==> src/rtl/saber_pkg.sv <==
// Shared encodings and length constants for the lightsaber controller and its datapath.
package saber_pkg;

  localparam int LEN_W = 9;

  // Blade length is carried as a total in hundredths of a metre.
  localparam logic [LEN_W-1:0] LEN_1M = 9'd100;
  localparam logic [LEN_W-1:0] LEN_2M = 9'd200;
  localparam logic [LEN_W-1:0] LEN_3M = 9'd300;

  typedef enum logic [2:0] {
    ST_OFF     = 3'd0,
    ST_IGNITE  = 3'd1,
    ST_ON      = 3'd2,
    ST_RETRACT = 3'd3,
    ST_LOCKOUT = 3'd4
  } state_e;

  typedef enum logic [1:0] {
    USE_IDLE  = 2'd0,
    USE_TRAIN = 2'd1,
    USE_DUEL  = 2'd2,
    USE_CUT   = 2'd3
  } use_e;

  typedef enum logic {
    MODE_RECHARGE  = 1'b0,
    MODE_DISCHARGE = 1'b1
  } mode_e;

  function automatic logic [LEN_W-1:0] target_len(input logic [1:0] metres,
                                                   input logic [5:0] hund);
    logic [6:0] hund_c;
    hund_c = (7'(hund) > 7'd99) ? 7'd99 : 7'(hund);
    return (9'(metres) * LEN_1M) + 9'(hund_c);
  endfunction

endpackage

==> src/rtl/saber_len_split.sv <==
// Splits a total length in hundredths into whole metres and the hundredths remainder.
module saber_len_split
  import saber_pkg::*;
(
  input  logic [LEN_W-1:0] len,
  output logic [1:0]       metres,
  output logic [5:0]       hund
);

  // The hundredths output is 6 bits wide, so only the low 6 bits of the remainder survive.
  always_comb begin
    metres = 2'd0;
    hund   = 6'(len);
    if (len >= LEN_3M) begin
      metres = 2'd3;
      hund   = 6'(len - LEN_3M);
    end else if (len >= LEN_2M) begin
      metres = 2'd2;
      hund   = 6'(len - LEN_2M);
    end else if (len >= LEN_1M) begin
      metres = 2'd1;
      hund   = 6'(len - LEN_1M);
    end
  end

endmodule

==> src/rtl/saber_sequencer.sv <==
// Blade ignition/retraction sequencer with power arbitration and exhausted-power lockout.
module saber_sequencer
  import saber_pkg::*;
#(
  parameter int RAMP_STEP  = 10,
  parameter int LOW_LVL    = 20,
  parameter int RESUME_LVL = 64
) (
  input  logic       clk,
  input  logic       rst,
  input  logic       btn,
  input  logic [1:0] tgt_in,
  input  logic [5:0] tgt_dec,
  input  logic [1:0] use_req,
  input  logic       mode_req,
  input  logic [7:0] power_lvl,
  input  logic       power_warn,
  output logic       saber_on,
  output logic [1:0] len_in,
  output logic [5:0] len_dec,
  output logic [1:0] use_out,
  output logic       mode_out,
  output logic       denied,
  output logic [2:0] state
);

  localparam logic [LEN_W-1:0] STEP    = 9'(RAMP_STEP);
  localparam logic [LEN_W:0]   STEP_W  = 10'(RAMP_STEP);
  localparam logic [7:0]       LOW_L   = 8'(LOW_LVL);
  localparam logic [7:0]       RESUME_L = 8'(RESUME_LVL);

  state_e           state_q, state_d;
  logic [LEN_W-1:0] len_q, len_d;
  logic             forced_q, forced_d;
  logic             btn_q;
  logic             saber_on_q, saber_on_d;
  logic [1:0]       use_q, use_d;
  logic             mode_q, mode_d;
  logic             denied_q, denied_d;
  logic [1:0]       len_in_q, len_in_d;
  logic [5:0]       len_dec_q, len_dec_d;

  logic             press;
  logic [LEN_W-1:0] tgt;
  logic [LEN_W:0]   len_up;
  logic [LEN_W-1:0] up_sat, dn_tgt, dn_zero;
  logic [1:0]       use_lim;

  assign press   = btn & ~btn_q;
  assign tgt     = target_len(tgt_in, tgt_dec);
  assign len_up  = {1'b0, len_q} + STEP_W;
  assign up_sat  = (len_up >= {1'b0, tgt}) ? tgt : len_up[LEN_W-1:0];
  // Compare in 10 bits so tgt + STEP cannot wrap near the 3.99 m ceiling.
  assign dn_tgt  = ({1'b0, len_q} <= ({1'b0, tgt} + STEP_W)) ? tgt : (len_q - STEP);
  assign dn_zero = (len_q <= STEP) ? '0 : (len_q - STEP);
  assign use_lim = (use_req > USE_TRAIN) ? USE_TRAIN : use_req;

  always_comb begin
    state_d  = state_q;
    len_d    = len_q;
    forced_d = forced_q;
    denied_d = 1'b0;
    case (state_q)
      ST_OFF: begin
        len_d = '0;
        if (press) begin
          if (power_lvl >= LOW_L) state_d = ST_IGNITE;
          else                    denied_d = 1'b1;
        end
      end
      ST_IGNITE: begin
        if (press) begin
          state_d = ST_RETRACT;
        end else begin
          len_d = up_sat;
          if (up_sat == tgt) state_d = ST_ON;
        end
      end
      ST_ON: begin
        if (power_lvl == 8'd0) begin
          state_d  = ST_RETRACT;
          forced_d = 1'b1;
        end else if (press) begin
          state_d = ST_RETRACT;
        end else if (len_q < tgt) begin
          len_d = up_sat;
        end else begin
          len_d = dn_tgt;
        end
      end
      ST_RETRACT: begin
        len_d = dn_zero;
        if (dn_zero == '0) state_d = forced_q ? ST_LOCKOUT : ST_OFF;
      end
      ST_LOCKOUT: begin
        len_d = '0;
        if (power_lvl >= RESUME_L) begin
          state_d  = ST_OFF;
          forced_d = 1'b0;
        end
      end
      default: begin
        state_d  = ST_OFF;
        len_d    = '0;
        forced_d = 1'b0;
      end
    endcase
  end

  // Outputs are registered from the state being entered, so they line up with state.
  always_comb begin
    saber_on_d = 1'b0;
    use_d      = USE_IDLE;
    mode_d     = MODE_RECHARGE;
    case (state_d)
      ST_IGNITE, ST_ON: begin
        saber_on_d = 1'b1;
        mode_d     = mode_req;
        use_d      = power_warn ? use_lim : use_req;
      end
      ST_RETRACT: begin
        saber_on_d = 1'b1;
        mode_d     = mode_req;
        use_d      = use_lim;
      end
      default: ;
    endcase
  end

  saber_len_split u_len_split (
    .len    (len_d),
    .metres (len_in_d),
    .hund   (len_dec_d)
  );

  always_ff @(posedge clk or negedge rst) begin
    if (!rst) begin
      state_q    <= ST_OFF;
      len_q      <= '0;
      forced_q   <= 1'b0;
      btn_q      <= 1'b0;
      saber_on_q <= 1'b0;
      use_q      <= USE_IDLE;
      mode_q     <= MODE_RECHARGE;
      denied_q   <= 1'b0;
      len_in_q   <= 2'd0;
      len_dec_q  <= 6'd0;
    end else begin
      state_q    <= state_d;
      len_q      <= len_d;
      forced_q   <= forced_d;
      btn_q      <= btn;
      saber_on_q <= saber_on_d;
      use_q      <= use_d;
      mode_q     <= mode_d;
      denied_q   <= denied_d;
      len_in_q   <= len_in_d;
      len_dec_q  <= len_dec_d;
    end
  end

  assign saber_on = saber_on_q;
  assign len_in   = len_in_q;
  assign len_dec  = len_dec_q;
  assign use_out  = use_q;
  assign mode_out = mode_q;
  assign denied   = denied_q;
  assign state    = state_q;

endmodule

==> config.mk <==
export PLATFORM = sky130hd
export DESIGN_NAME = saber_sequencer
export DESIGN_NICKNAME = d
export VERILOG_FILES = /design/src/rtl/saber_pkg.sv /design/src/rtl/saber_len_split.sv /design/src/rtl/saber_sequencer.sv
export SDC_FILE = /design/constraint.sdc
export NUM_CORES = 1
export LEC_CHECK = 0
export ABC_AREA = 1
export BUFFER_PORTS_ARGS = -buffer_cell sky130_fd_sc_hd__buf_2
export CAP_MARGIN = 0
export CORE_MARGIN = 3
export CORE_UTILIZATION = 47
export DETAILED_ROUTE_END_ITERATION = 8
export MAX_ROUTING_LAYER = met4
export PLACE_DENSITY = 0.67
export SYNTH_ARGS = -nofsm -noshare
export SYNTH_HDL_FRONTEND = slang
export SYNTH_SLANG_ARGS = --single-unit
==> constraint.sdc <==
create_clock -name clk -period 9.6 [get_ports clk]
set_clock_uncertainty 0.2 [all_clocks]
set_input_delay 1.92 -clock clk [delete_from_list [all_inputs] [get_ports clk]]
set_output_delay 1.92 -clock clk [all_outputs]
set_load 0.005 [all_outputs]
== Word-level counts from Yosys, hierarchy flattened ==
Index checks and enable logic that the tools add are counted.
Word-level totals
  register bits: 27
  word-level logic and storage cells: 85
  output and inout bits: 16
Cells by class
  add/sub/neg operators: 7
  reduce and logical (&&, ||, !) cells: 7
  eq/ne operators: 10
  order comparisons: 11
  bitwise operators: 3
  multiplexer cells: 36
  multipliers: 1
Operator list (number)
  $mux W9: 7
  $mux W3: 9
  $pmux W9 S3: 1
  $add A9 B4 Y10 const B: 2
  $mux W6: 3
  $pmux W3 S5: 1
  $eq A3 B2 Y1 const B: 4
  $sub A6 B6 Y6 const B: 2
  $ge A10 B9 Y1: 1
  $le A9 B10 Y1: 1
  $add A9 B7 Y9: 1
  $eq A9 B9 Y1: 1
  $ge A9 B7 Y1 const B: 1
  $ge A9 B8 Y1 const B: 1
  $ge A9 B9 Y1 const B: 1
  $le A9 B4 Y1 const B: 1
  $logic_not A9 Y1: 1
  $lt A9 B9 Y1: 1
  $sub A9 B4 Y9 const B: 1
  $ge A8 B5 Y1 const B: 1
  $ge A8 B7 Y1 const B: 1
  $logic_not A8 Y1: 1
  $mux W1: 8
  $mux W2: 4
  other kinds (16): 20

== Depth between registers and ports, before layout ==
Gate-level depths: netlist of run 1.
  depth after elaboration: 14
  gate-level depth with buffers: 34
  mapped depth without buffers: 33

== Modules after synthesis ==
Synthesis of run 1 repeated with hierarchy kept, for this count alone.
Second synthesis, totals
  cell total of the unflattened synthesis: 534
  area, all modules: 3529.6 um^2
By module, submodules not included
  saber_sequencer: cells an instance 457, area each 3081.7 um^2, seq. area each 675.6 um^2, instances 1
  saber_len_split: cells an instance 77, area each 447.9 um^2, seq. area each 0.0 um^2, instances 1

== Worst setup path before layout of run 1 ==
No wires, ideal clock.
  path type: input to register
  from: input tgt_in[0]
  to: register len_dec_q[5], in the netlist len_dec[5]
  stages on the path: 31
  path slack: 3.411 ns
  data arrival time: 5.873 ns
  buffers on the path: 1
  path through: ha_1 > inv_1 > fa_1 > inv_1 > a21oi_1 > nor2_1 > nand2_1 > nor3_1 > xor2_1 > ha_1 > nand3_1 > nor4_1 > a21oi_2 > nand2_2 > buf_6 > mux2_2 > nand2_1 > o211ai_1 > o211ai_1 > nand3_1 > inv_1 > ha_1 > nand2_1 > a21oi_2 > nand2_2 > nand2_1 > nand2_1 > nand2_1 > nand2_1 > nand2_1 > nand2_1
Between the ends
  longest elaborated chain between the ends: 13
RTL lines
  start: declaration: line saber_sequencer.sv:12  | input logic [1:0] tgt_in,
  $mul A2 B5 Y7 *: line saber_pkg.sv:35  | return (9'(metres) * LEN_1M) + 9'(hund_c);
  $add A9 B7 Y9 *: line saber_pkg.sv:35
  $add A9 B4 Y10: line saber_sequencer.sv:54  | assign dn_tgt = ({1'b0, len_q} <= ({1'b0, tgt} + STEP_W)) ? tgt : (len_q - STEP);
  $le A9 B10 Y1: line saber_sequencer.sv:54
  $mux W9: line saber_sequencer.sv:54
  $mux W9: line saber_sequencer.sv:85  | end else if (len_q < tgt) begin
  $mux W9: line saber_sequencer.sv:83  | end else if (press) begin
  $mux W9: line saber_sequencer.sv:80  | if (power_lvl == 8'd0) begin
  $pmux W9 S3 *: line saber_sequencer.sv:63  | case (state_q)
  via len_d[3]: line saber_sequencer.sv:33  | logic [LEN_W-1:0] len_q, len_d;
  $ge A9 B7 Y1 or $sub A6 B6 Y6 (tied branches): line saber_len_split.sv:20, saber_len_split.sv:22
  $mux W6: line saber_len_split.sv:20  | end else if (len >= LEN_1M) begin
  $mux W6: line saber_len_split.sv:17  | end else if (len >= LEN_2M) begin
  $mux W6 *: line saber_len_split.sv:14  | if (len >= LEN_3M) begin
  via len_dec_d[5]: line saber_sequencer.sv:41  | logic [5:0] len_dec_q, len_dec_d;
  end signal: assignment: line saber_sequencer.sv:158  | len_dec_q <= len_dec_d;
  end: declaration: line saber_sequencer.sv:41
Mark *: on every way through the listed nets, which the timed path passes. The rest lies on a longest branch.
A chain may end at the register's enable or synchronous reset.

== Final worst setup path of run 1 ==
Ends and elaborated chain as after synthesis.

==> results of run 1 <==
## cells by family (layout without fill, tap and decap cells)
kind of cell             after synthesis  after routing
AO/OA/AOI/OAI                         69             69
XOR/XNOR                              22             22
adder cells (fa/ha/maj)               42             42
buffers and inverters                101            136
flip-flops                            25             25
multiplexers                           2              2
AND/OR/NAND/NOR                      286            286
## final cells by class
cell class | count | area, um^2 | share of cell area (%)
clock buffer | 3 | 41.3 | 1.04
clock inverter | 1 | 7.51 | 0.190
inverter | 93 | 349 | 8.81
multi-input combinational | 421 | 2620 | 66.0
sequential | 25 | 626 | 15.8
tap | 99 | 124 | 3.13
timing repair buffer | 39 | 198 | 4.99
## worst max-delay path: cells and delay by family
family | cells | cell delay, ps
and+or+nand+nor | 16 | 1620
AOI/OAI and AO/OA | 5 | 720
muxes | 1 | 360
xor gates and xnor gates | 1 | 150
adders and majority gates | 4 | 1330
buffers and inverters | 4 | 510
## through the flow
step	instance area, um^2	hold WS, ps	power, mW
5_1_grt	3960	332	1.77
3_3_place_gp	3910	282	1.49
2_1_floorplan	3650	263	1.21
3_5_place_dp	3910	289	1.50
6_report	3960	301	1.58
4_1_cts	3960	309	1.57
## cells in the mapped netlist, drive strengths merged (6+ instances only)
cell / number
nand2: 132
inv: 90
nand3: 75
nor2: 48
ha: 41
a21oi: 28
dfrtp: 25
o21ai: 24
xor2: 18
nand4: 15
buf: 7
nor3: 6
## layer usage
| layer | GRT usage (%) | wire [um] | up-vias | share of wire (%) |
|---|---|---|---|---|
| met5 | - | 0 | - | 0 |
| met4 | 5.78 | 178 | 0 | 1.8 |
| met3 | 3.77 | 640 | 25 | 6.3 |
| met2 | 38.0 | 4520 | 118 | 45 |
| met1 | 33.4 | 4780 | 1773 | 47 |
| li1 | - | - | 1858 | - |
## report_power, final
| group | leakage, nW | total, mW | switching, mW | internal, mW |
|---|---|---|---|---|
| clock | 0.0217 | 0.0640 | 0.0345 | 0.0294 |
| combinational | 1.88 | 1.30 | 0.855 | 0.449 |
| sequential | 0.310 | 0.215 | 0.0591 | 0.156 |
## flip-flops by register name (all words and copies together) (netlist names)
register  count
btn_q         1
denied        1
forced_q      1
len_dec       6
len_in        2
len_q         7
mode_out      1
saber_on      1
state         3
use_out       2
## worst max-delay path by stage
stage                    from         end  slack (ps)  cells past startpoint
floorplan           tgt_in[0]  len_dec[5]        3410                     31
global placement    tgt_in[0]  len_dec[4]        2890                     31
detailed placement  tgt_in[0]  len_dec[5]        2720                     32
CTS                 tgt_in[0]  len_dec[5]        3010                     32
global route        tgt_in[0]  len_dec[2]        2420                     33
finish              tgt_in[0]  len_dec[5]        2930                     31
## cell usage in the layout (no fill, tap or decap), types with 10 or more instances in the layout
master | netlist | routed
nand2_1 | 119 | 119
inv_1 | 81 | 81
nand3_1 | 66 | 66
ha_1 | 41 | 41
nor2_1 | 39 | 39
buf_2 | 1 | 38
dfrtp_1 | 25 | 25
a21oi_1 | 24 | 24
o21ai_0 | 18 | 18
xor2_1 | 17 | 17
nand4_1 | 13 | 13
nand2_2 | 10 | 10
==> flow_metrics.env, run 1 <==
export IMPL_max_freq_mhz=150
export IMPL_dr_pass1_iters=5
export IMPL_grt_pass1_wl_um=16900
export IMPL_vdd_drop_max_mv=0.294
export IMPL_hold_path_cell_count=2
export IMPL_gr_total_overflow=0
export IMPL_clock_path_buffers=2
export IMPL_syn_avg_cell_area_um2=6.68
export IMPL_r2r_cells=26
export IMPL_cts_tree="built"
export IMPL_routedWlPerCell_um=14.9
export IMPL_numClockSinks=25
export IMPL_muxShareOfSynthArea_pct=0.617
export IMPL_worstHoldEndpoint="state[2]"
export IMPL_pin_count=39
export IMPL_drc=0
export IMPL_synthAdderAreaFrac_pct=14.6
export IMPL_vias=3774
export IMPL_cts_resized=0
export IMPL_fp_dieH_um=94.2
export IMPL_nNetsFinal=648
export IMPL_antenna_found_initial=0
export IMPL_syn2layout_area_growth_pct=8.46
export IMPL_clockRootBuffer="clkbuf_8"
export IMPL_critPathMaxFanout=11
export IMPL_postCtsSetupRepairBufs=0
export IMPL_synth_top_family_by_area="simple AND/OR/NAND/NOR gates"
export IMPL_synth_area_mm2=0.00365
export IMPL_stdcell_count=681
export IMPL_synth_edff_count=0
export IMPL_ys_ff_latch=25
export IMPL_routabilityCongestion=1.02
export IMPL_ys_seq_area_share_pct=17.1
export IMPL_hold_viol_final=0
export IMPL_die_w_um=94.2
export IMPL_crit_arrival_ps=6640
export IMPL_path_class="in -> reg"
export IMPL_die_area_mm2=0.00886
export IMPL_dp_hpwl_um=8300
export IMPL_insertion_delay_ps=270
export IMPL_synth_top_area_share_pct=17.1
export IMPL_post_place_cells=677
export IMPL_synth_xor_xnor_area_share_pct=5.79
export IMPL_via_per_inst=5.54
export IMPL_synth_warnings=0
export IMPL_tightestPinTransition_ps=796
export IMPL_synthCells=547
export IMPL_ys_async_sr_fraction_pct=100
export IMPL_cts_made_buffers=3
export IMPL_cpPeakStageDelay_ps=650
export IMPL_cap_viol_max_count=0
export IMPL_grt_pass1_vias=3619
export IMPL_drt_initial_drc_count=307
export IMPL_rsz0062_at_grt="false"
export IMPL_rows=31
export IMPL_grt_usage_pct=24.4
export IMPL_htree_levels=1
export IMPL_outcome="completed"
export IMPL_tns_ps=0
export IMPL_drt_wl_total_um=10100
export IMPL_post_route_util_pct=53.5
export IMPL_clkSlewWorstSetupHoldPaths_ps=90
export IMPL_initial_core_util_pct=49.3
export IMPL_min_path_type="reg -> reg"
export IMPL_numPortBuffers=38
export IMPL_leakagePower_nw=2.21
export IMPL_worst_setup_path_start_kind="input pin"
export IMPL_n_antenna_cell=0
export IMPL_cp_slowest_cell="fa_1"
export IMPL_setup_viol=0
export IMPL_postRouteAntennaNets=0
export IMPL_core_mm2=0.00741
export IMPL_path_common_cell="nand2_1"
export IMPL_relSlewSlack_pct=46.5
export IMPL_r2r_end="len_dec[5]"
export IMPL_nFillCells=772
export IMPL_ctsHoldBuffers=0
export IMPL_rrSetupSlack_ps=4590
export IMPL_ys_types=50
export IMPL_yosys_area_top_type="dfrtp_1"
export IMPL_synthSimpleGateAreaFrac_pct=39.2
export IMPL_ys_top_cells_by_area="dfrtp_1, ha_1, nand2_1, nand3_1, inv_1"
export IMPL_timing_rr_start="len_dec[1]"
export IMPL_layout_drive_gt1_share_pct=16.7
export IMPL_dp_slack_ps=2720
export IMPL_syn_num_nets=612
export IMPL_setup_slack_ps=2930
export IMPL_hold_start="forced_q"
export IMPL_final_max_slew_viol_count=0
export IMPL_period_needed_ps=6670
export IMPL_ys_flop_type="dfrtp_1"
export IMPL_worst_setup_path_end_kind="flip-flop"
export IMPL_grt_max_degree=26
export IMPL_synth_compound_area_share_pct=11.4
export IMPL_required_ps=9570
export IMPL_finalCritPeriodShare_pct=69.5
export IMPL_p_per_area_mw_per_mm2=400
Note: power is estimated with default switching activity, not from simulation.
==> inputs of run 2 (changes only) <==
Clock period 9.6 ns to 6.7 ns, I/O delays scaled along.
==> run 2 against run 1 <==
Net effect:
- total power is 43% higher
- wire length is 0.53% higher
- combinational power is 44% higher
- first-iteration DRC count is 13% higher
- sequential power is 44% higher
- flip-flop and latch count stayed put
- critical path depth stayed put
- die area stayed put
- global-route usage is 0.095 points lower
- worst hold slack hardly changed
- critical endpoint unchanged
==> flow_metrics.env, run 2 (synthesis gave the netlist of run 1 again) <==
export IMPL_outcome="completed"
export IMPL_finalCritPeriodShare_pct=91.1
export IMPL_worstHoldEndpoint="state[2]"
export IMPL_routabilityCongestion=1.02
export IMPL_rows=31
export IMPL_pin_count=39
export IMPL_postCtsSetupRepairBufs=0
export IMPL_drt_wl_total_um=10200
export IMPL_n_antenna_cell=0
export IMPL_layout_drive_gt1_share_pct=16.7
export IMPL_r2r_end="len_dec[5]"
export IMPL_cts_tree="built"
export IMPL_cp_slowest_cell="fa_1"
export IMPL_vdd_drop_max_mv=0.463
export IMPL_path_common_cell="nand2_1"
export IMPL_routedWlPerCell_um=14.9
export IMPL_final_common_cell="nand2_1"
export IMPL_route_met2_wl_um=4550
export IMPL_tns_ps=0
export IMPL_syn2layout_area_growth_pct=8.46
export IMPL_via_per_inst=5.53
export IMPL_routed_wl_met3_um=761
export IMPL_rsz0062_at_grt="false"
export IMPL_insertion_delay_ps=270
export IMPL_core_mm2=0.00741
export IMPL_cts_resized=0
export IMPL_die_area_mm2=0.00886
export IMPL_grt_pass1_wl_um=16800
export IMPL_required_ps=6670
export IMPL_holdWs_ps=301
export IMPL_die_w_um=94.2
export IMPL_min_path_type="reg -> reg"
export IMPL_htree_levels=1
export IMPL_hold_start="forced_q"
export IMPL_tightestPinTransition_ps=804
export IMPL_critPathMaxFanout=11
export IMPL_cp_startpoint="tgt_in[0]"
export IMPL_clkSlewWorstSetupHoldPaths_ps=90
export IMPL_hold_path_cell_count=2
export IMPL_path_buf_inv=4
export IMPL_crit_arrival_ps=6080
export IMPL_antenna_found_initial=0
export IMPL_r2r_cells=26
export IMPL_timing_rr_start="len_dec[1]"
export IMPL_nNetsFinal=648
export IMPL_ctsHoldBuffers=0
export IMPL_cts_made_buffers=3
export IMPL_grt_max_degree=26
export IMPL_numPortBuffers=38
export IMPL_crit_family="simple AND/OR/NAND/NOR gates"
export IMPL_drc=0
export IMPL_numClockSinks=25
export IMPL_dr_pass1_iters=5
export IMPL_dp_hpwl_um=8330
export IMPL_p_per_area_mw_per_mm2=573
export IMPL_fp_dieH_um=94.2
export IMPL_max_freq_mhz=164
export IMPL_clock_path_buffers=2
export IMPL_grt_usage_pct=24.3
export IMPL_relSlewSlack_pct=46.0
export IMPL_period_needed_ps=6100
export IMPL_vias=3764
export IMPL_drt_met1_wl_um=4700
export IMPL_initial_core_util_pct=49.3
export IMPL_cpPeakStageDelay_ps=640
export IMPL_top_register="len_q"
export IMPL_final_max_slew_viol_count=0
export IMPL_worst_setup_path_start_kind="input pin"
export IMPL_postRouteAntennaNets=0
export IMPL_leakagePower_nw=2.21
export IMPL_gr_total_overflow=0
export IMPL_clockRootBuffer="clkbuf_8"
export IMPL_drt_initial_drc_count=347
export IMPL_largest_reg_flops=7
export IMPL_cap_viol_max_count=0
export IMPL_setup_viol=0
export IMPL_worst_setup_path_end_kind="flip-flop"
export IMPL_path_class="in -> reg"
export IMPL_mostFrequentLayoutCells="nand2_1, inv_1, nand3_1"
export IMPL_top_layer_used="met4"
export IMPL_grt_pass1_vias=3491
export IMPL_rrSetupSlack_ps=1700
export IMPL_hold_viol_final=0
==> run 2: worst reg2reg max path: cells and delay by family (launching register included) <==
family	cells	cell delay (ps)
AND/OR/NAND/NOR	13	1380
AO/OA/AOI/OAI	6	1280
flip-flops	1	600
buffers and inverters	4	600
adder cells (fa/ha/maj)	2	550
XOR/XNOR	1	280
==> run 2: stage by stage <==
| stage | setup slack (ps) | util (%) | area [um^2] | instances | power, mW |
|---|---|---|---|---|---|
| 2_1_floorplan | 1090 | - | 3650 | 547 | 1.74 |
| 3_3_place_gp | 572 | 52.8 | 3910 | 677 | 2.14 |
| 3_5_place_dp | 410 | 52.8 | 3910 | 677 | 2.15 |
| 4_1_cts | 678 | 53.5 | 3960 | 681 | 2.25 |
| 5_1_grt | 158 | 53.5 | 3960 | 681 | 2.55 |
| 6_report | 597 | 53.5 | 3960 | 681 | 2.27 |
==> run 2: cell type report <==
| cell class | count | area (um^2) |
|---|---|---|
| Clock buffer | 3 | 41.3 |
| Clock inverter | 1 | 7.51 |
| Timing Repair Buffer | 39 | 198 |
| Multi-Input combinational cell | 421 | 2620 |
| Fill cell | 750 | 3450 |
| Tap cell | 99 | 124 |
| Inverter | 93 | 349 |
| Sequential cell | 25 | 626 |
==> run 2: per-layer routing <==
layer,GRT usage [%],up-vias
met3,3.04,20
li1,-,1865
met2,38.2,162
met1,33.8,1717
met5,-,-
met4,4.57,0
==> run 2: worst max path at each step <==
stage                      end  slack [ps]  depth (start not counted)
finish              len_dec[5]         600                         31
floorplan           len_dec[5]        1090                         31
global route        len_dec[4]         160                         32
CTS                 len_dec[5]         680                         31
global placement    len_dec[4]         570                         31
detailed placement  len_dec[5]         410                         31
==> run 2: report_power, final <==
part / switching (mW) / internal, mW
clock: 0.0499 / 0.0421
sequential: 0.0854 / 0.224
combinational: 1.23 / 0.643
==> inputs of run 3 (changes only) <==
Clock period 6.7 ns to 7.25 ns, I/O delays scaled along.
==> run 3 against run 2 <==
Net effect:
- via count up 0.11%
- highest routed layer unchanged
- sequential power down 7.1%
- sequential share of layout area unchanged
==> flow_metrics.env, run 3 (synthesis gave the netlist of run 1 again) <==
export IMPL_outcome="completed"
export IMPL_pin_count=39
export IMPL_dp_slack_ps=848
export IMPL_period_needed_ps=6220
export IMPL_postRouteAntennaNets=0
export IMPL_ctsHoldBuffers=0
export IMPL_tightestPinTransition_ps=804
export IMPL_place_area_mm2=0.00391
export IMPL_design_area_mm2=0.00396
export IMPL_path_class="in -> reg"
export IMPL_crit_arrival_ps=6200
export IMPL_worst_setup_path_start_kind="input pin"
export IMPL_die_w_um=94.2
export IMPL_post_route_util_pct=53.5
export IMPL_stdcell_count=681
export IMPL_cpPeakStageDelay_ps=660
export IMPL_final_max_slew_viol_count=0
export IMPL_max_freq_mhz=161
export IMPL_required_ps=7230
export IMPL_rows=31
export IMPL_setup_viol=0
export IMPL_tns_ps=0
export IMPL_final_common_cell="nand2_1"
export IMPL_p_per_area_mw_per_mm2=531
export IMPL_finalCritPeriodShare_pct=85.8
export IMPL_pwr_share_comb_pct=82.2
export IMPL_routedWlPerCell_um=15.1
export IMPL_drc=0
export IMPL_hold_path_cell_count=2
export IMPL_switching_share_pct=60.1
export IMPL_core_mm2=0.00741
export IMPL_numClockSinks=25
export IMPL_clkSlewWorstSetupHoldPaths_ps=90
export IMPL_grt_pass1_wl_um=16800
export IMPL_rsz0062_at_grt="false"
export IMPL_relSlewSlack_pct=45.9
export IMPL_routed_wl_met3_um=756
export IMPL_htree_levels=1
export IMPL_grt_max_degree=26
export IMPL_largest_reg_flops=7
export IMPL_clock_path_buffers=2
export IMPL_numPortBuffers=38
export IMPL_cp_slowest_cell="fa_1"
export IMPL_nNetsFinal=648
export IMPL_drt_met1_wl_um=4780
export IMPL_top_layer_used="met4"
export IMPL_setup_slack_ps=1030
export IMPL_grt_pass1_vias=3529
export IMPL_cts_resized=0
export IMPL_gr_total_overflow=0
export IMPL_mostFrequentLayoutCells="nand2_1, inv_1, nand3_1"
export IMPL_initial_core_util_pct=49.3
export IMPL_grt_usage_pct=24.4
export IMPL_die_area_mm2=0.00886
export IMPL_p_seq_share_pct=13.6
export IMPL_antenna_found_initial=0
export IMPL_post_place_cells=677
export IMPL_layout_drive_gt1_share_pct=16.7
export IMPL_critPathMaxFanout=11
export IMPL_postCtsSetupRepairBufs=0
export IMPL_clockRootBuffer="clkbuf_8"
export IMPL_fp_dieH_um=94.2
export IMPL_hold_viol_final=0
export IMPL_syn2layout_area_growth_pct=8.46
export IMPL_internal_power_uw=840
export IMPL_drt_initial_drc_count=331
export IMPL_cts_tree="built"
export IMPL_path_common_cell="nand2_1"
export IMPL_top_register="len_q"
export IMPL_vias=3768
export IMPL_via_per_inst=5.53
export IMPL_insertion_delay_ps=280
export IMPL_dr_pass1_iters=5
export IMPL_min_path_type="reg -> reg"
export IMPL_routabilityCongestion=1.02
export IMPL_drt_wl_total_um=10300
export IMPL_power_frac_clock_pct=4.1
export IMPL_cts_made_buffers=3
export IMPL_leakagePower_nw=2.21
export IMPL_dp_hpwl_um=8420
export IMPL_r2r_cells=26
export IMPL_worst_setup_path_end_kind="flip-flop"
export IMPL_cap_viol_max_count=0
export IMPL_n_antenna_cell=0
export IMPL_route_met2_wl_um=4620
export IMPL_vdd_drop_max_mv=0.397
export IMPL_p_sw_mw=1.26
run 3: layer usage:
metal,vias up,global-route usage [%]
li1,1866,-
met1,1736,33.6
met2,151,38.5
met3,15,3.21
met4,0,5.17
met5,-,-
run 3: path summary, 6_finish.rpt:
| kind | from | to | slack [ps] |
|---|---|---|---|
| max in group asynchronous | rst | len_q[4] | 5530 |
| hold / removal | forced_q | state[2] | 300 |
| setup reg to reg | len_dec[1] | len_dec[5] | 2170 |
| min in group asynchronous | rst | mode_out | 950 |
| setup / recovery | tgt_in[0] | len_dec[5] | 1030 |
| hold reg to reg | forced_q | state[2] | 300 |
run 3: power by group through the flow:
stage          sequential [mW]  combinational (mW)  clock, mW
4_1_cts                  0.285                1.71     0.0897
2_1_floorplan            0.262                1.34          0
6_report                 0.287                1.73     0.0872
3_5_place_dp             0.288                1.70          0
3_3_place_gp             0.287                1.69          0
5_1_grt                  0.294                1.97     0.0964
run 3: worst max-delay path: cells and delay by family:
family,cells,cell delay (ps)
buffers and inverters,5,590
muxes,1,320
AOI/OAI and AO/OA,5,890
and+or+nand+nor,16,1440
adders and majority gates,4,1340
xor gates and xnor gates,1,150
run 3: stage by stage:
step                total power, mW  hold slack (ps)
global route                   2.36              334
CTS                            2.09              310
floorplan                      1.60              263
global placement               1.97              282
finish                         2.10              303
detailed placement             1.99              289
run 3: layout make-up:
cell class,count,area [um^2]
flip-flops and latches,25,626
multi-input cells,421,2620
clock inverters,1,7.51
inverters,93,349
well taps,99,124
clock buffers,3,41.3
repair buffers,39,198
fillers,766,3450
